==> src/rtl/nunchuck_responder.sv <==
// -----------------------------------------------------------------------------
// nunchuck_responder
//
// I2C target that behaves like a Wii Nunchuck: it answers DEV_ADDR. A write
// sets the register pointer, and writing 0x55 at pointer 0xF0 sets init_done.
// A read streams the six-byte joystick/accelerometer/button report.
//
// Ports
//   clk        system clock; every flop uses its rising edge
//   rst        synchronous, active-low reset
//   scl_in     I2C clock line as sampled from the pad (asynchronous)
//   sda_in     I2C data line as sampled from the pad (asynchronous)
//   sda_oe     1 pulls SDA low, 0 releases it (open-drain)
//   stick_x/y  8-bit joystick values
//   accel_x/y/z 10-bit accelerometer values
//   z, c       button states, 1 = pressed
//   busy       high from an address-matched START until STOP, NACK or reset
//   init_done  sticky flag set by the 0x55-at-0xF0 init write
// -----------------------------------------------------------------------------
`timescale 1ns/1ps
module nunchuck_responder #(
  parameter logic [6:0] DEV_ADDR = 7'h52
) (
  input  logic       clk,
  input  logic       rst,
  input  logic       scl_in,
  input  logic       sda_in,
  output logic       sda_oe,
  input  logic [7:0] stick_x,
  input  logic [7:0] stick_y,
  input  logic [9:0] accel_x,
  input  logic [9:0] accel_y,
  input  logic [9:0] accel_z,
  input  logic       z,
  input  logic       c,
  output logic       busy,
  output logic       init_done
);

  typedef enum logic [2:0] {
    IDLE, ADDR, ADDR_ACK, WR_DATA, WR_ACK, RD_DATA, RD_ACK, IGNORE
  } state_t;

  state_t          state_q, state_d;
  logic            scl_s1_q, scl_s1_d, scl_s2_q, scl_s2_d, scl_dly_q, scl_dly_d;
  logic            sda_s1_q, sda_s1_d, sda_s2_q, sda_s2_d, sda_dly_q, sda_dly_d;
  logic [3:0]      bit_cnt_q, bit_cnt_d;
  logic [7:0]      rx_q, rx_d;
  logic [7:0]      tx_q, tx_d;
  logic [7:0]      ptr_q, ptr_d;
  logic            rw_q, rw_d;
  logic            first_q, first_d;
  logic            sda_oe_q, sda_oe_d;
  logic            busy_q, busy_d;
  logic            init_done_q, init_done_d;
  logic [5:0][7:0] snap_q, snap_d;

  logic            scl_rise, scl_fall, start_det, stop_det;
  logic [7:0]      next_byte;

  // Bus events compare the synchronized line with its one-clock-delayed copy.
  assign scl_rise  =  scl_s2_q & ~scl_dly_q;
  assign scl_fall  = ~scl_s2_q &  scl_dly_q;
  assign start_det =  scl_s2_q &  scl_dly_q &  sda_dly_q & ~sda_s2_q;
  assign stop_det  =  scl_s2_q &  scl_dly_q & ~sda_dly_q &  sda_s2_q;

  // Report byte at pointer p, taken from the frozen snapshot.
  function automatic logic [7:0] report_byte(input logic [7:0] p,
                                             input logic [5:0][7:0] s);
    case (p)
      8'd0:    return s[0];
      8'd1:    return s[1];
      8'd2:    return s[2];
      8'd3:    return s[3];
      8'd4:    return s[4];
      8'd5:    return s[5];
      default: return 8'hFF;
    endcase
  endfunction

  assign next_byte = report_byte(ptr_q, snap_q);

  always_comb begin
    // NOTE: every signal gets a default first so no path leaves it unassigned
    // and no latch is inferred.
    scl_s1_d    = scl_in;
    scl_s2_d    = scl_s1_q;
    scl_dly_d   = scl_s2_q;
    sda_s1_d    = sda_in;
    sda_s2_d    = sda_s1_q;
    sda_dly_d   = sda_s2_q;
    state_d     = state_q;
    bit_cnt_d   = bit_cnt_q;
    rx_d        = rx_q;
    tx_d        = tx_q;
    ptr_d       = ptr_q;
    rw_d        = rw_q;
    first_d     = first_q;
    sda_oe_d    = sda_oe_q;
    busy_d      = busy_q;
    init_done_d = init_done_q;
    snap_d      = snap_q;

    case (state_q)
      ADDR: begin
        if (scl_rise && bit_cnt_q < 4'd8) begin
          rx_d      = {rx_q[6:0], sda_s2_q};
          bit_cnt_d = bit_cnt_q + 4'd1;
        end else if (scl_fall && bit_cnt_q == 4'd8) begin
          if (rx_q[7:1] == DEV_ADDR) begin
            state_d  = ADDR_ACK;
            sda_oe_d = 1'b1;
            busy_d   = 1'b1;
            rw_d     = rx_q[0];
            first_d  = 1'b1;
            // Freeze the report so the read is coherent even if inputs move.
            if (rx_q[0]) begin
              snap_d[0] = stick_x;
              snap_d[1] = stick_y;
              snap_d[2] = accel_x[9:2];
              snap_d[3] = accel_y[9:2];
              snap_d[4] = accel_z[9:2];
              snap_d[5] = {accel_z[1:0], accel_y[1:0], accel_x[1:0], ~c, ~z};
            end
          end else begin
            state_d = IGNORE;
          end
        end
      end

      ADDR_ACK: begin
        if (scl_fall) begin
          bit_cnt_d = 4'd0;
          if (rw_q) begin
            state_d  = RD_DATA;
            tx_d     = next_byte;
            sda_oe_d = ~next_byte[7];
          end else begin
            state_d  = WR_DATA;
            sda_oe_d = 1'b0;
          end
        end
      end

      WR_DATA: begin
        if (scl_rise && bit_cnt_q < 4'd8) begin
          rx_d      = {rx_q[6:0], sda_s2_q};
          bit_cnt_d = bit_cnt_q + 4'd1;
        end else if (scl_fall && bit_cnt_q == 4'd8) begin
          state_d  = WR_ACK;
          sda_oe_d = 1'b1;
          if (first_q) begin
            ptr_d   = rx_q;
            first_d = 1'b0;
          end else begin
            if (ptr_q == 8'hF0 && rx_q == 8'h55) init_done_d = 1'b1;
            ptr_d = ptr_q + 8'd1;
          end
        end
      end

      WR_ACK: begin
        if (scl_fall) begin
          state_d   = WR_DATA;
          sda_oe_d  = 1'b0;
          bit_cnt_d = 4'd0;
        end
      end

      RD_DATA: begin
        if (scl_rise && bit_cnt_q < 4'd8) begin
          bit_cnt_d = bit_cnt_q + 4'd1;
        end else if (scl_fall) begin
          if (bit_cnt_q == 4'd8) begin
            state_d  = RD_ACK;
            sda_oe_d = 1'b0;
            ptr_d    = ptr_q + 8'd1;
          end else begin
            // Rotate so the next MSB-first bit sits in tx_q[7] after the shift.
            tx_d     = {tx_q[6:0], tx_q[7]};
            sda_oe_d = ~tx_q[6];
          end
        end
      end

      RD_ACK: begin
        // Master NACK ends the read immediately; ACK reloads on the next fall.
        if (scl_rise && sda_s2_q) begin
          state_d = IDLE;
          busy_d  = 1'b0;
        end else if (scl_fall) begin
          state_d   = RD_DATA;
          bit_cnt_d = 4'd0;
          tx_d      = next_byte;
          sda_oe_d  = ~next_byte[7];
        end
      end

      default: ;  // IDLE and IGNORE wait for START/STOP below
    endcase

    // START and STOP override whatever the state machine decided.
    if (start_det) begin
      state_d   = ADDR;
      bit_cnt_d = 4'd0;
      sda_oe_d  = 1'b0;
    end else if (stop_det) begin
      state_d  = IDLE;
      sda_oe_d = 1'b0;
      busy_d   = 1'b0;
    end
  end

  // NOTE: sequential state uses non-blocking assignments so every flop
  // samples its pre-edge inputs regardless of statement order.
  always_ff @(posedge clk) begin
    if (!rst) begin
      scl_s1_q    <= 1'b1;
      scl_s2_q    <= 1'b1;
      scl_dly_q   <= 1'b1;
      sda_s1_q    <= 1'b1;
      sda_s2_q    <= 1'b1;
      sda_dly_q   <= 1'b1;
      state_q     <= IDLE;
      bit_cnt_q   <= 4'd0;
      rx_q        <= 8'h00;
      tx_q        <= 8'h00;
      ptr_q       <= 8'h00;
      rw_q        <= 1'b0;
      first_q     <= 1'b0;
      sda_oe_q    <= 1'b0;
      busy_q      <= 1'b0;
      init_done_q <= 1'b0;
    end else begin
      scl_s1_q    <= scl_s1_d;
      scl_s2_q    <= scl_s2_d;
      scl_dly_q   <= scl_dly_d;
      sda_s1_q    <= sda_s1_d;
      sda_s2_q    <= sda_s2_d;
      sda_dly_q   <= sda_dly_d;
      state_q     <= state_d;
      bit_cnt_q   <= bit_cnt_d;
      rx_q        <= rx_d;
      tx_q        <= tx_d;
      ptr_q       <= ptr_d;
      rw_q        <= rw_d;
      first_q     <= first_d;
      sda_oe_q    <= sda_oe_d;
      busy_q      <= busy_d;
      init_done_q <= init_done_d;
    end
  end

  // NOTE: the snapshot is pure data, always rewritten before it is read, so
  // it carries no reset.
  always_ff @(posedge clk) begin
    snap_q <= snap_d;
  end

  assign sda_oe    = sda_oe_q;
  assign busy      = busy_q;
  assign init_done = init_done_q;

endmodule

==> config.mk <==
export PLATFORM = sky130hd
export DESIGN_NAME = nunchuck_responder
export DESIGN_NICKNAME = d
export VERILOG_FILES = /design/src/rtl/nunchuck_responder.sv
export SDC_FILE = /design/constraint.sdc
export NUM_CORES = 1
export LEC_CHECK = 0
export ABC_AREA = 1
export ABC_CLOCK_PERIOD_IN_PS = 5200
export CAP_MARGIN = 20
export CELL_PAD_IN_SITES_DETAIL_PLACEMENT = 0
export CELL_PAD_IN_SITES_GLOBAL_PLACEMENT = 2
export CORE_ASPECT_RATIO = 2
export CORE_MARGIN = 1
export CORE_UTILIZATION = 28
export CTS_CLUSTER_DIAMETER = 50
export DETAILED_ROUTE_END_ITERATION = 7
export GPL_ROUTABILITY_DRIVEN = 0
export HOLD_SLACK_MARGIN = 0.02
export PLACE_DENSITY_LB_ADDON = 0.05
export SETUP_SLACK_MARGIN = 0.15
export SLEW_MARGIN = 20
export SYNTH_ARGS = -nofsm -noshare
export SYNTH_HDL_FRONTEND = slang
export SYNTH_SLANG_ARGS = --single-unit
==> constraint.sdc <==
create_clock -name clk -period 5.2 [get_ports clk]
set_clock_uncertainty 0.1 [all_clocks]
set_input_delay 1.04 -clock clk [delete_from_list [all_inputs] [get_ports clk]]
set_output_delay 1.04 -clock clk [all_outputs]
set_load 0.005 [all_outputs]
== Word-level counts from Yosys, hierarchy flattened ==
Index checks and enable logic that the tools add are counted.

* Register bits: 90
* Output and inout port bits: 3
* Word-level logic and storage cells: 172

* Add/subtract/negate cells: 2
* $lt $le $gt $ge: 1
* Equal/unequal tests: 41
* Multiplexer cells: 60
* Bitwise operators: 18
* Reduce and logical (&&, ||, !) cells: 27

{| class="wikitable"
|+ Operators by type and width
! cell !! number
|-
| two-way mux 8 bit || 13
|-
| case mux 8 bit (6 select lines) || 1
|-
| two-way mux 3 bit || 13
|-
| != test 4 bit (second input constant) || 9
|-
| != test 2 bit (second input constant) || 14
|-
| case mux 8 bit (3 select lines) || 1
|-
| two-way mux 1 bit || 23
|-
| AND reduction 11 bit || 2
|-
| case mux 3 bit (6 select lines) || 1
|-
| equality test 8 x 2 -> 1 bit (second input constant) || 2
|-
| equality test 8 x 3 -> 1 bit (second input constant) || 2
|-
| case mux 8 bit (2 select lines) || 1
|-
| two-way mux 4 bit || 3
|-
| case mux 4 bit (3 select lines) || 1
|-
| AND reduction 12 bit || 1
|-
| AND reduction 6 bit || 2
|-
| NOT 1 bit || 11
|-
| AND reduction 5 bit || 2
|-
| equality test 3 bit (second input constant) || 3
|-
| adder 8 x 1 -> 8 bit (second input constant) || 1
|-
| equality test 8 x 1 -> 1 bit (second input constant) || 1
|-
| equality test 8 x 7 -> 1 bit (second input constant) || 1
|-
| equality test 8 bit (second input constant) || 1
|-
| zero test 8 bit || 1
|-
| 23 further kinds || 39
|}

== Longest topological paths before layout ==
Gate-level depths: netlist (run 1).

* Word-level depth: 8
* Depth in mapped cells: 13
* Depth with buffers taken out: 13

== Least setup slack after synthesis (run 1) ==
Ideal clock, no wire load.

* Path kind: register to register
* Start: register bit_cnt_q[0]
* End: register snap_q[0] (netlist bit), enable pin
* Library setup time: 0.454 ns
* Arrival: 2.977 ns
* Required time: 4.646 ns
* Path slack: 1.669 ns
* Cell stages (with the launch flop): 7
* Path buffers: 0
* Clock period less this slack: 3.531 ns
* Cell sequence: dfxtp_1 -> inv_1 -> ha_1 -> nand3_1 -> nor2_2 -> nand3_1 -> nor2_1

* Word-level cells in the longest chain between the ends: 4

{| class="wikitable"
|+ Ends and longest elaborated chain
! what !! RTL line !! text
|-
| from (decl) || 47 || <nowiki>logic [3:0] bit_cnt_q, bit_cnt_d;</nowiki>
|-
| from (signal assigned) || 242 || <nowiki>bit_cnt_q <= bit_cnt_d;</nowiki>
|-
| < comparator 4 bit || 106 || <nowiki>if (scl_rise && bit_cnt_q < 4'd8) begin</nowiki>
|-
| logical AND 1 bit || 106 ||
|-
| NOT 1 bit (no source line) || - ||
|-
| AND reduction 5 bit (no source line) * || - ||
|-
| to (signal assigned) || 257 || <nowiki>snap_q <= snap_d;</nowiki>
|-
| to (decl) || 56 || <nowiki>logic [5:0][7:0] snap_q, snap_d;</nowiki>
|}

Mark *: on every way between the ends. The rest lies on a longest branch, timed or not.
A chain may end at the register's enable or synchronous reset.

== Worst setup path after layout (run 1) ==
* Start: input rst
* End: register scl_dly_q

{| class="wikitable"
|+ RTL lines
! what !! RTL line !! text
|-
| from (decl) || 25 || <nowiki>input logic rst,</nowiki>
|-
| to (signal assigned) || 237 || <nowiki>scl_dly_q <= scl_dly_d;</nowiki>
|-
| to (decl) || 45 || <nowiki>logic scl_s1_q, scl_s1_d, scl_s2_q, scl_s2_d, scl_dly_q, scl_dly_d;</nowiki>
|}

No word-level cell between the ends.

==> insert_results.sql, run 1 <==
INSERT INTO impl_metrics (metric_group, metric, value, unit) VALUES
('cells_and_area', 'multi_input_area', '0.001622', 'mm^2'),
('detailed_routing', 'route.detailed.vias_per_inst', '4.548', ''),
('floorplan', 'die_area', '0.01522', 'mm^2'),
('detailed_routing', 'route.met2.wl', '6.213', 'mm'),
('clock_network', 'clock_path_buffers', '2', ''),
('detailed_routing', 'routed_wire_length_per_instance', '14.48', 'um'),
('sta', 'final.setup.tns', '0', 'ps'),
('floorplan', 'die_width', '87.73', 'um'),
('detailed_routing', 'pre_antenna_drt_iters', '4', ''),
('clock_network', 'cts_buffers', '9', ''),
('synth', 'postSynth.asyncResetShare', '0', '%'),
('power', 'vdd.ir_drop.worst', '0.1537', 'mV'),
('cells_and_area', 'area_delta_synth_final', '25.54', '%'),
('cells_and_area', 'final.fill_count', '1504', ''),
('clock_network', 'clock_tree.root_cell', 'sky130_fd_sc_hd__clkbuf_16', ''),
('sta', 'maxSlewViolCount', '0', ''),
('placed_design', 'post_dp_cell_area', '0.004876', 'mm^2'),
('sta', 'rsz0062_at_grt', 'false', ''),
('synth', 'count_of_flip_flops_with_a_built_in_enable_after_synthesis', '48', ''),
('clock_network', 'postCtsSetupBuffers', '0', ''),
('setup_path', 'r2r-start', 'bit_cnt_q[0]$_SDFFE_PP0P_', ''),
('cells_and_area', 'seq_area', '0.002282', 'mm^2'),
('clock_network', 'post_cts_hold_buffer_count', '0', ''),
('floorplan', 'boundaryPins', '55', ''),
('placed_design', 'port_buffers', '54', ''),
('min_path', 'min-delay-path-class', 'reg2reg', ''),
('detailed_routing', 'ant_nets', '0', ''),
('detailed_routing', 'vias', '3352', ''),
('detailed_routing', 'routed_wl', '10.67', 'mm'),
('synth', 'postSynthNetCount', '539', ''),
('synth', 'synth_top_area_share', '35.03', '%'),
('synth', 'mappedNetlistArea', '0.004115', 'mm^2'),
('setup_path', 'worstSetupPathType', 'in2reg', ''),
('sta', 'report.final.hold_viol_count', '0', ''),
('setup_path', 'critPathLaunch', 'rst', ''),
('cells_and_area', 'antennaDiodeCount', '0', ''),
('detailed_routing', 'first_iter_violations', '114', ''),
('sta', 'finalSetupViolCount', '0', ''),
('global_route', 'grt-ovfl-total', '0', ''),
('status', 'result_of_the_run', 'complete, no violations', ''),
('clock_network', 'cts_repair_resize_count', '0', ''),
('cells_and_area', 'final_layout_net_count', '598', ''),
('detailed_routing', 'routed.top_layer', 'met4', ''),
('sta', 'finalCriticalPeriod', '2655', 'ps'),
('power', 'p_per_area', '360.8', 'mW/mm^2'),
('min_path', 'holdCritStartpoint', 'scl_s1_q$_SDFF_PN1_', ''),
('floorplan', 'overall_die_height', '173.4', 'um'),
('floorplan', 'start_util', '28.67', '%'),
('synth', 'yosysSeqAreaShare', '55.46', '%'),
('synth', 'synthesis.area_per_instance', '8.556', 'um^2'),
('job', 'drv_cap', '0', ''),
('setup_path', 'cp_max_fo', '24', ''),
('detailed_routing', 'drt-met1-wl', '3.940', 'mm'),
('synth', 'netlist_top_cells_area', 'sky130_fd_sc_hd__edfxtp_1, sky130_fd_sc_hd__dfxtp_1, sky130_fd_sc_hd__nand2_1', ''),
('cells_and_area', 'drive_gt1_share', '9.908', '%'),
('synth', 'postSynthCellCount', '481', ''),
('global_route', 'maximum_number_of_pins_on_one_net_before_global_route_repair', '49', ''),
('clock_network', 'worst_setup_hold_path_clk_slew', '60', 'ps'),
('global_route', 'grt_pass1_vias', '3327', ''),
('clock_network', 'cts_tree', 'built', ''),
('floorplan', 'core_area', '0.01435', 'mm^2'),
('sta', 'period_share', '51.06', '%'),
('synth', 'synthesis.yosys.warnings', '0', ''),
('placed_design', 'place_worst_setup_slack', '2121', 'ps'),
('clock_network', 'cts.htree.levels', '3', ''),
('clock_network', 'number_of_clock_sinks_seen_by_cts', '90', ''),
('cells_and_area', 'final_design_area_no_fill', '0.005166', 'mm^2'),
('sta', 'finalWorstSetupSlack', '2545', 'ps'),
('global_route', 'antenna_found_initial', '0', ''),
('detailed_routing', 'route.detailed.drc', '0', ''),
('cells_and_area', 'commonest_non_fill_non_tap_cell_in_the_layout', 'sky130_fd_sc_hd__nand2_1', '');
kinds of logic after synthesis:
family                     after synthesis  share of synthesized area [%]
DFF                                     90                          55.46
xor gates and xnor gates                 1                         0.2129
buffers and inverters                   56                          5.321
and+or+nand+nor                        260                          27.94
adders and majority gates                6                          1.824
AOI/OAI and AO/OA                       68                          9.243
layout make-up:
cell class | count | share of cell area (%)
flip-flops and latches | 90 | 44.18
well taps | 192 | 4.650
inverters | 49 | 3.560
clock buffers | 9 | 4.359
repair buffers | 55 | 10.61
multi-input cells | 335 | 31.39
clock inverters | 7 | 1.259
per-stage QoR:
| stage | total power (uW) | cells | hold WS, ps |
|---|---|---|---|
| 2_1_floorplan | 1104 | 481 | 292.5 |
| 3_3_place_gp | 1235 | 721 | 301.0 |
| 3_5_place_dp | 1235 | 721 | 298.7 |
| 4_1_cts | 1887 | 737 | 319.4 |
| 5_1_grt | 1970 | 737 | 347.0 |
| 6_report | 1864 | 737 | 313.9 |
flip-flops by register name, summed over array words and instances, names as in the netlist:
name / count
snap_q: 48
sda_oe: 1
scl_s1_q: 1
first_q: 1
bit_cnt_q: 4
rw_q: 1
busy: 1
scl_dly_d: 1
ptr_q: 8
sda_dly_d: 1
tx_q: 8
sda_s1_q: 1
rx_q: 8
scl_dly_q: 1
state_q: 3
init_done: 1
sda_dly_q: 1
per-layer routing:
layer / vias to the layer above / track usage (%)
li1: 1718 / -
met1: 1559 / 16.70
met2: 60 / 29.04
met3: 15 / 2.429
met4: 0 / 6.352
met5: - / 0
path summary, 6_finish.rpt:
| kind | end | cells past startpoint |
|---|---|---|
| max | scl_dly_q$_SDFF_PN1_ | 3 |
| min | scl_dly_d$_SDFF_PN1_ | 1 |
| max reg2reg | snap_q[28]$_DFFE_PP_ | 7 |
| min reg2reg | scl_dly_d$_SDFF_PN1_ | 1 |
where the power goes:
group          internal (uW)  switching, uW  leakage [uW]
Clock                    338            311      0.000146
Combinational            147            253       0.00108
Sequential               784           32.0      0.000772
synth_stat cells (2+ instances only):
cell	count
sky130_fd_sc_hd__nand2_2	7
sky130_fd_sc_hd__and2_1	3
sky130_fd_sc_hd__nor2_2	13
sky130_fd_sc_hd__a211oi_1	2
sky130_fd_sc_hd__a221oi_1	2
sky130_fd_sc_hd__clkbuf_1	5
sky130_fd_sc_hd__nand2_1	120
sky130_fd_sc_hd__inv_2	7
sky130_fd_sc_hd__dfxtp_1	42
sky130_fd_sc_hd__edfxtp_1	48
sky130_fd_sc_hd__a21oi_1	36
sky130_fd_sc_hd__nand4_1	5
sky130_fd_sc_hd__o21ai_0	20
sky130_fd_sc_hd__or2_2	5
sky130_fd_sc_hd__nor3_1	7
sky130_fd_sc_hd__inv_1	41
sky130_fd_sc_hd__nand3_1	45
sky130_fd_sc_hd__ha_1	6
sky130_fd_sc_hd__nor2_1	51
critical path: stages:
cell                              delay [ps]
sky130_fd_sc_hd__clkdlybuf4s50_1         800
sky130_fd_sc_hd__inv_1                   520
sky130_fd_sc_hd__or2_2                   430
Power figures use the tool's default switching activity.
==> inputs of run 2 (changes only) <==
--- a/config.mk
+++ b/config.mk
@@ -6,7 +6,7 @@
 export NUM_CORES = 1
 export LEC_CHECK = 0
 export ABC_AREA = 1
-export ABC_CLOCK_PERIOD_IN_PS = 5200
+export ABC_CLOCK_PERIOD_IN_PS = 2200
 export CAP_MARGIN = 20
 export CELL_PAD_IN_SITES_DETAIL_PLACEMENT = 0
 export CELL_PAD_IN_SITES_GLOBAL_PLACEMENT = 2
==> constraint.sdc (replaced) <==
create_clock -name clk -period 2.2 [get_ports clk]
set_clock_uncertainty 0.1 [all_clocks]
set_input_delay 0.44 -clock clk [delete_from_list [all_inputs] [get_ports clk]]
set_output_delay 0.44 -clock clk [all_outputs]
set_load 0.005 [all_outputs]
==> insert_results.sql, run 2 (synthesis results as in run 1) <==
INSERT INTO impl_metrics (metric_group, metric, value, unit) VALUES
('setup_path', 'ff2ff_path_depth', '12', ''),
('detailed_routing', 'vias', '3406', ''),
('setup_path', 'critPathRequiredTime', '2380', 'ps'),
('cells_and_area', 'final_design_area_no_fill', '0.005359', 'mm^2'),
('cells_and_area', 'drive_gt1_share', '14.85', '%'),
('cells_and_area', 'largest-register', 'snap_q', ''),
('setup_path', 'critical_path.endpoint_type', 'register', ''),
('setup_path', 'worstSetupPathType', 'reg2reg', ''),
('power', 'p_per_area', '835.2', 'mW/mm^2'),
('cells_and_area', 'most-common-layout-cells', 'sky130_fd_sc_hd__nand2_1, sky130_fd_sc_hd__clkdlybuf4s50_1, sky130_fd_sc_hd__nor2_1, sky130_fd_sc_hd__edfxtp_1, sky130_fd_sc_hd__nand3_1', ''),
('sta', 'max-slew-margin-rel', '58.75', '%'),
('sta', 'maxSlewViolCount', '0', ''),
('floorplan', 'die_width', '87.73', 'um'),
('setup_path', 'r2r_setup_slack', '300', 'ps'),
('cells_and_area', 'final_core_util', '37.34', '%'),
('placed_design', 'port_buffers', '54', ''),
('setup_path', 'cp_max_fo', '5', ''),
('power', 'total_leakage_power', '0.002077', 'uW'),
('setup_path', 'worstReg2RegEnd', 'state_q[0]$_SDFFE_PN0P_', ''),
('detailed_routing', 'routed_wl', '11.25', 'mm'),
('sta', 'max_slew.worst_pin.slew', '614.0', 'ps'),
('floorplan', 'placement_rows', '62', ''),
('floorplan', 'boundaryPins', '55', ''),
('min_path', 'min-delay-path-class', 'reg2reg', ''),
('global_route', 'maximum_number_of_pins_on_one_net_before_global_route_repair', '49', ''),
('clock_network', 'cts_tree', 'built', ''),
('detailed_routing', 'route.detailed.vias_per_inst', '4.535', ''),
('clock_network', 'worst_setup_hold_path_clk_slew', '70', 'ps'),
('clock_network', 'clock_path_buffers', '2', ''),
('cells_and_area', 'antennaDiodeCount', '0', ''),
('setup_path', 'crit_path_start_kind', 'register', ''),
('floorplan', 'core_area', '0.01435', 'mm^2'),
('power', 'vdd.ir_drop.worst', '0.3670', 'mV'),
('detailed_routing', 'routed_wire_length_per_instance', '14.98', 'um'),
('floorplan', 'die_area', '0.01522', 'mm^2'),
('global_route', 'grt_pass1_vias', '3454', ''),
('sta', 'finalCriticalPeriod', '1903', 'ps'),
('setup_path', 'r2r-start', 'scl_dly_q$_SDFF_PN1_', ''),
('clock_network', 'cts_buffers', '9', ''),
('placed_design', 'dp_hpwl', '8.760', 'mm'),
('detailed_routing', 'first_iter_violations', '93', ''),
('detailed_routing', 'route.detailed.drc', '0', ''),
('cells_and_area', 'final.fill_count', '1467', ''),
('sta', 'max_freq', '525.6', 'MHz'),
('job', 'drv_cap', '0', ''),
('status', 'result_of_the_run', 'complete, no violations', ''),
('global_route', 'global_route.usage.total', '16.08', '%'),
('sta', 'final.setup.tns', '0', 'ps'),
('cells_and_area', 'number_of_flip_flops_in_the_largest_register', '48', ''),
('cells_and_area', 'commonest_non_fill_non_tap_cell_in_the_layout', 'sky130_fd_sc_hd__nand2_1', ''),
('setup_path', 'critPathLaunch', 'scl_dly_q$_SDFF_PN1_', ''),
('placed_design', 'post_dp_cell_area', '0.005000', 'mm^2'),
('clock_network', 'worst_skew_pair.late_latency', '350', 'ps'),
('sta', 'period_share', '86.48', '%'),
('clock_network', 'clock_tree.root_cell', 'sky130_fd_sc_hd__clkbuf_16', ''),
('cells_and_area', 'final_layout_net_count', '612', ''),
('global_route', 'antenna_found_initial', '0', ''),
('floorplan', 'overall_die_height', '173.4', 'um'),
('clock_network', 'number_of_clock_sinks_seen_by_cts', '90', ''),
('sta', 'finalSetupViolCount', '0', ''),
('min_path', 'holdCritStartpoint', 'scl_s1_q$_SDFF_PN1_', ''),
('cells_and_area', 'area_delta_synth_final', '30.22', '%'),
('sta', 'report.final.hold_viol_count', '0', ''),
('clock_network', 'cts.htree.levels', '3', ''),
('detailed_routing', 'ant_nets', '0', ''),
('setup_path', 'timing.critical_path.to', 'state_q[0]$_SDFFE_PN0P_', ''),
('sta', 'rsz0062_at_grt', 'false', ''),
('setup_path', 'worst-endpoint-arrival', '2080', 'ps'),
('detailed_routing', 'pre_antenna_drt_iters', '4', ''),
('global_route', 'global_route_wire_length_before_repair', '18.00', 'mm'),
('global_route', 'grt-ovfl-total', '0', ''),
('floorplan', 'start_util', '28.67', '%');
==> run 2: cell types whose count changed in the layout (fill, tap and decap cells not counted), moves of 2 or more <==
cell / before / now
sky130_fd_sc_hd__buf_4: 1 / 14
sky130_fd_sc_hd__dfxtp_1: 42 / 38
sky130_fd_sc_hd__dfxtp_2: 0 / 4
sky130_fd_sc_hd__inv_1: 41 / 36
sky130_fd_sc_hd__inv_2: 7 / 12
sky130_fd_sc_hd__nand3_1: 45 / 43
sky130_fd_sc_hd__nand3_4: 1 / 3
sky130_fd_sc_hd__nor2_1: 50 / 48
sky130_fd_sc_hd__nor2_2: 13 / 10
sky130_fd_sc_hd__nor2_4: 1 / 6
==> run 2: where the power goes <==
part / total [uW] / internal [uW] / switching (uW)
clock network: 1530 / 801 / 733
logic: 1000 / 374 / 630
registers: 1940 / 1860 / 80.6
total: 4480 / 3030 / 1440
==> run 2: layout make-up <==
cell class / instances / area [um^2] / share of cell area, %
flip-flops and latches: 90 / 2287 / 42.68
multi-input cells: 335 / 1692 / 31.57
repair buffers: 69 / 665.6 / 12.42
well taps: 192 / 240.2 / 4.483
clock buffers: 9 / 225.2 / 4.203
inverters: 49 / 183.9 / 3.432
clock inverters: 7 / 65.06 / 1.214
==> run 2: metal layers <==
metal	vias to the layer above	part of all wire [%]	GRT usage, %
met2	86	60	31.43
li1	1744	-	-
met4	0	2.9	6.831
met3	19	2.9	2.810
met5	-	0	0
met1	1557	35	15.64
==> run 2: repair_timing <==
item,in CTS,in global routing
hold buffers,0,0
setup endpoints to repair,1,9
setup buffers,0,5
gates resized for setup,3,5
pin swaps,0,3
==> run 2: how the worst min path moves through the flow <==
stage / to / slack, ps / depth (start not counted)
after floorplan: scl_dly_d$_SDFF_PN1_ / 290 / 1
after global placement: scl_dly_d$_SDFF_PN1_ / 310 / 1
after detailed placement: scl_dly_d$_SDFF_PN1_ / 310 / 1
after CTS: scl_dly_d$_SDFF_PN1_ / 330 / 1
after global routing: scl_dly_d$_SDFF_PN1_ / 340 / 1
final: scl_dly_d$_SDFF_PN1_ / 330 / 1
==> run 2: worst max-delay path, cell delays in order, from the launching register on <==
cell and delay (ps):
sky130_fd_sc_hd__dfxtp_1 350, sky130_fd_sc_hd__inv_2 70, sky130_fd_sc_hd__nor2_4 150, sky130_fd_sc_hd__inv_2 90, sky130_fd_sc_hd__nor2_4 180, sky130_fd_sc_hd__inv_1 70
sky130_fd_sc_hd__nand2_1 180, sky130_fd_sc_hd__nand3_1 100, sky130_fd_sc_hd__nor2_1 210, sky130_fd_sc_hd__nand2_1 90, sky130_fd_sc_hd__nand3_1 120, sky130_fd_sc_hd__nand2_1 60
sky130_fd_sc_hd__inv_1 60
==> run 2: per-stage QoR <==
| step | total power (uW) | setup slack, ps | hold slack (ps) | std cells |
|---|---|---|---|---|
| floorplan | 2645 | 123.7 | 292.5 | 481 |
| global placement | 2995 | 156.7 | 306.2 | 730 |
| detailed placement | 2986 | 147.9 | 310.6 | 730 |
| global route | 4759 | 152.7 | 342.2 | 751 |
| finish | 4476 | 297.4 | 325.1 | 751 |
| CTS | 4549 | 220.9 | 328.6 | 746 |
==> inputs of run 3 (changes only) <==
--- a/config.mk
+++ b/config.mk
@@ -6,7 +6,7 @@
 export NUM_CORES = 1
 export LEC_CHECK = 0
 export ABC_AREA = 1
-export ABC_CLOCK_PERIOD_IN_PS = 2200
+export ABC_CLOCK_PERIOD_IN_PS = 2170
 export CAP_MARGIN = 20
 export CELL_PAD_IN_SITES_DETAIL_PLACEMENT = 0
 export CELL_PAD_IN_SITES_GLOBAL_PLACEMENT = 2
==> constraint.sdc (replaced) <==
create_clock -name clk -period 2.17 [get_ports clk]
set_clock_uncertainty 0.1 [all_clocks]
set_input_delay 0.434 -clock clk [delete_from_list [all_inputs] [get_ports clk]]
set_output_delay 0.434 -clock clk [all_outputs]
set_load 0.005 [all_outputs]
==> insert_results.sql, run 3 (synthesis results as in run 1) <==
INSERT INTO impl_metrics (metric_group, metric, value, unit) VALUES
('detailed_routing', 'pre_antenna_drt_iters', '4', ''),
('setup_path', 'critPathRequiredTime', '2310', 'ps'),
('sta', 'report.final.hold_viol_count', '0', ''),
('sta', 'finalCriticalPeriod', '1910', 'ps'),
('power', 'power.sequential.fraction', '43.9', '%'),
('sta', 'final.setup.tns', '0', 'ps'),
('sta', 'period_share', '88.04', '%'),
('global_route', 'grt_pass1_vias', '3617', ''),
('placed_design', 'dp_hpwl', '8.907', 'mm'),
('clock_network', 'clock_tree.root_cell', 'sky130_fd_sc_hd__clkbuf_16', ''),
('floorplan', 'die_width', '87.73', 'um'),
('detailed_routing', 'route.detailed.drc', '0', ''),
('sta', 'rsz0062_at_grt', 'true', ''),
('global_route', 'global_route.usage.total', '16.27', '%'),
('clock_network', 'worst_skew_pair.late_latency', '330', 'ps'),
('clock_network', 'post_cts_hold_buffer_count', '0', ''),
('floorplan', 'start_util', '28.67', '%'),
('setup_path', 'critical_path.endpoint_type', 'register', ''),
('setup_path', 'worstReg2RegEnd', 'tx_q[7]$_SDFFE_PN0P_', ''),
('detailed_routing', 'first_iter_violations', '91', ''),
('detailed_routing', 'route.detailed.vias_per_inst', '4.501', ''),
('cells_and_area', 'drive_gt1_share', '13.33', '%'),
('detailed_routing', 'vias', '3362', ''),
('setup_path', 'r2r_setup_slack', '260', 'ps'),
('detailed_routing', 'routed_wire_length_per_instance', '15.04', 'um'),
('power', 'cell_internal_pwr', '3059', 'uW'),
('placed_design', 'port_buffers', '54', ''),
('setup_path', 'worstSetupPathType', 'reg2reg', ''),
('min_path', 'min-delay-path-class', 'reg2reg', ''),
('job', 'drv_cap', '0', ''),
('clock_network', 'cts_tree', 'built', ''),
('power', 'p_total', '4469', 'uW'),
('clock_network', 'cts_buffers', '9', ''),
('status', 'result_of_the_run', 'complete, no violations', ''),
('setup_path', 'worst-endpoint-arrival', '2050', 'ps'),
('cells_and_area', 'number_of_flip_flops_in_the_largest_register', '48', ''),
('floorplan', 'overall_die_height', '173.4', 'um'),
('setup_path', 'crit_path_start_kind', 'register', ''),
('global_route', 'grt-ovfl-total', '0', ''),
('sta', 'fin_worst_hold_slack', '339.8', 'ps'),
('global_route', 'global_route_wire_length_before_repair', '18.52', 'mm'),
('power', 'p_per_area', '839.3', 'mW/mm^2'),
('cells_and_area', 'antennaDiodeCount', '0', ''),
('sta', 'maxSlewViolCount', '0', ''),
('sta', 'max-slew-margin-rel', '57.70', '%'),
('clock_network', 'number_of_clock_sinks_seen_by_cts', '90', ''),
('setup_path', 'cp_max_fo', '9', ''),
('power', 'power.share.switching', '31.56', '%'),
('cells_and_area', 'largest-register', 'snap_q', ''),
('power', 'switching_power', '1411', 'uW'),
('sta', 'finalSetupViolCount', '0', ''),
('setup_path', 'r2r-start', 'ptr_q[0]$_SDFFE_PN0P_', ''),
('cells_and_area', 'commonest_non_fill_non_tap_cell_in_the_layout', 'sky130_fd_sc_hd__nand2_1', ''),
('cells_and_area', 'area_delta_synth_final', '29.40', '%'),
('floorplan', 'placement_rows', '62', ''),
('setup_path', 'ff2ff_path_depth', '12', ''),
('clock_network', 'clock_path_buffers', '2', ''),
('power', 'total_leakage_power', '0.002044', 'uW'),
('sta', 'max_freq', '523.5', 'MHz'),
('power', 'logic_gate_share_of_total_power', '22.4', '%'),
('floorplan', 'boundaryPins', '55', ''),
('global_route', 'antenna_found_initial', '0', ''),
('sta', 'max_slew.worst_pin.slew', '629.7', 'ps'),
('detailed_routing', 'routed_wl', '11.23', 'mm'),
('detailed_routing', 'ant_nets', '0', ''),
('floorplan', 'die_area', '0.01522', 'mm^2'),
('global_route', 'maximum_number_of_pins_on_one_net_before_global_route_repair', '26', ''),
('cells_and_area', 'most-common-layout-cells', 'sky130_fd_sc_hd__nand2_1, sky130_fd_sc_hd__clkdlybuf4s50_1, sky130_fd_sc_hd__nor2_1', ''),
('floorplan', 'core_area', '0.01435', 'mm^2'),
('power', 'vdd.ir_drop.worst', '0.3396', 'mV'),
('power', 'clock_power_share', '33.7', '%'),
('setup_path', 'critPathLaunch', 'ptr_q[0]$_SDFFE_PN0P_', ''),
('clock_network', 'cts.htree.levels', '3', ''),
('clock_network', 'worst_setup_hold_path_clk_slew', '70', 'ps'),
('setup_path', 'timing.critical_path.to', 'tx_q[7]$_SDFFE_PN0P_', ''),
('cells_and_area', 'final_layout_net_count', '608', '');
run 3: changes by cell type in the layout (fill, tap and decap cells not counted), sizes merged:
cell,change
inv,-1
buf,-4
clkinvlp,+1
run 3: how the worst min path moves through the flow:
stage | cells past startpoint | end | from | slack, ps
global placement | 1 | scl_dly_d$_SDFF_PN1_ | scl_s1_q$_SDFF_PN1_ | 310
finish | 1 | scl_dly_d$_SDFF_PN1_ | scl_s1_q$_SDFF_PN1_ | 340
CTS | 1 | scl_dly_d$_SDFF_PN1_ | scl_s1_q$_SDFF_PN1_ | 350
detailed placement | 1 | scl_dly_d$_SDFF_PN1_ | scl_s1_q$_SDFF_PN1_ | 310
global route | 1 | scl_dly_d$_SDFF_PN1_ | scl_s1_q$_SDFF_PN1_ | 350
floorplan | 1 | scl_dly_d$_SDFF_PN1_ | scl_s1_q$_SDFF_PN1_ | 290
run 3: what timing repair did:
item,CTS,global route
setup buffers,0,0
setup endpoints to repair,2,9
resized for setup,1,3
run 3: final cells by class:
class	instances	area [um^2]
fillers	1509	9026
clock inverters	7	57.56
clock buffers	9	225.2
multi-input cells	335	1684
repair buffers	65	648.1
flip-flops and latches	90	2286
well taps	192	240.2
inverters	49	183.9
run 3: power by group through the flow:
| stage | Clock (uW) | Sequential, uW | Combinational (uW) |
|---|---|---|---|
| 2_1_floorplan | 0 | 1980 | 702 |
| 5_1_grt | 1610 | 1980 | 1140 |
| 6_report | 1500 | 1960 | 1000 |
| 3_5_place_dp | 0 | 2000 | 1010 |
| 4_1_cts | 1550 | 1970 | 1020 |
| 3_3_place_gp | 0 | 2000 | 1020 |
run 3: per-layer routing:
metal | global-route usage, % | share of wire (%) | vias to the layer above
met5 | 0 | 0 | -
met4 | 6.557 | 2.9 | 0
met3 | 2.190 | 1.9 | 17
met2 | 32.43 | 60 | 62
met1 | 15.79 | 35 | 1539
li1 | - | - | 1744
run 3: per-stage QoR:
stage          util [%]  worst slack, ps  instance area, um^2  cells
5_1_grt           37.11            102.5                 5325    747
3_5_place_dp      34.98            163.0                 5020    731
6_report          37.11            259.6                 5325    747
3_3_place_gp      34.98            175.0                 5020    731
4_1_cts           36.98            154.8                 5308    747
2_1_floorplan         -            93.69                 4167    481
run 3: worst max-delay path, cell delays in order (launching register included):
cell and delay [ps]:
sky130_fd_sc_hd__dfxtp_1 420, sky130_fd_sc_hd__inv_1 100, sky130_fd_sc_hd__ha_1 230, sky130_fd_sc_hd__nand3_1 140, sky130_fd_sc_hd__nor2_4 100, sky130_fd_sc_hd__nand2_1 80
sky130_fd_sc_hd__nand2_1 40, sky130_fd_sc_hd__nor2_1 260, sky130_fd_sc_hd__nand3_1 120, sky130_fd_sc_hd__nand2_1 70, sky130_fd_sc_hd__nand3_1 60, sky130_fd_sc_hd__nand2_1 50
sky130_fd_sc_hd__inv_1 30
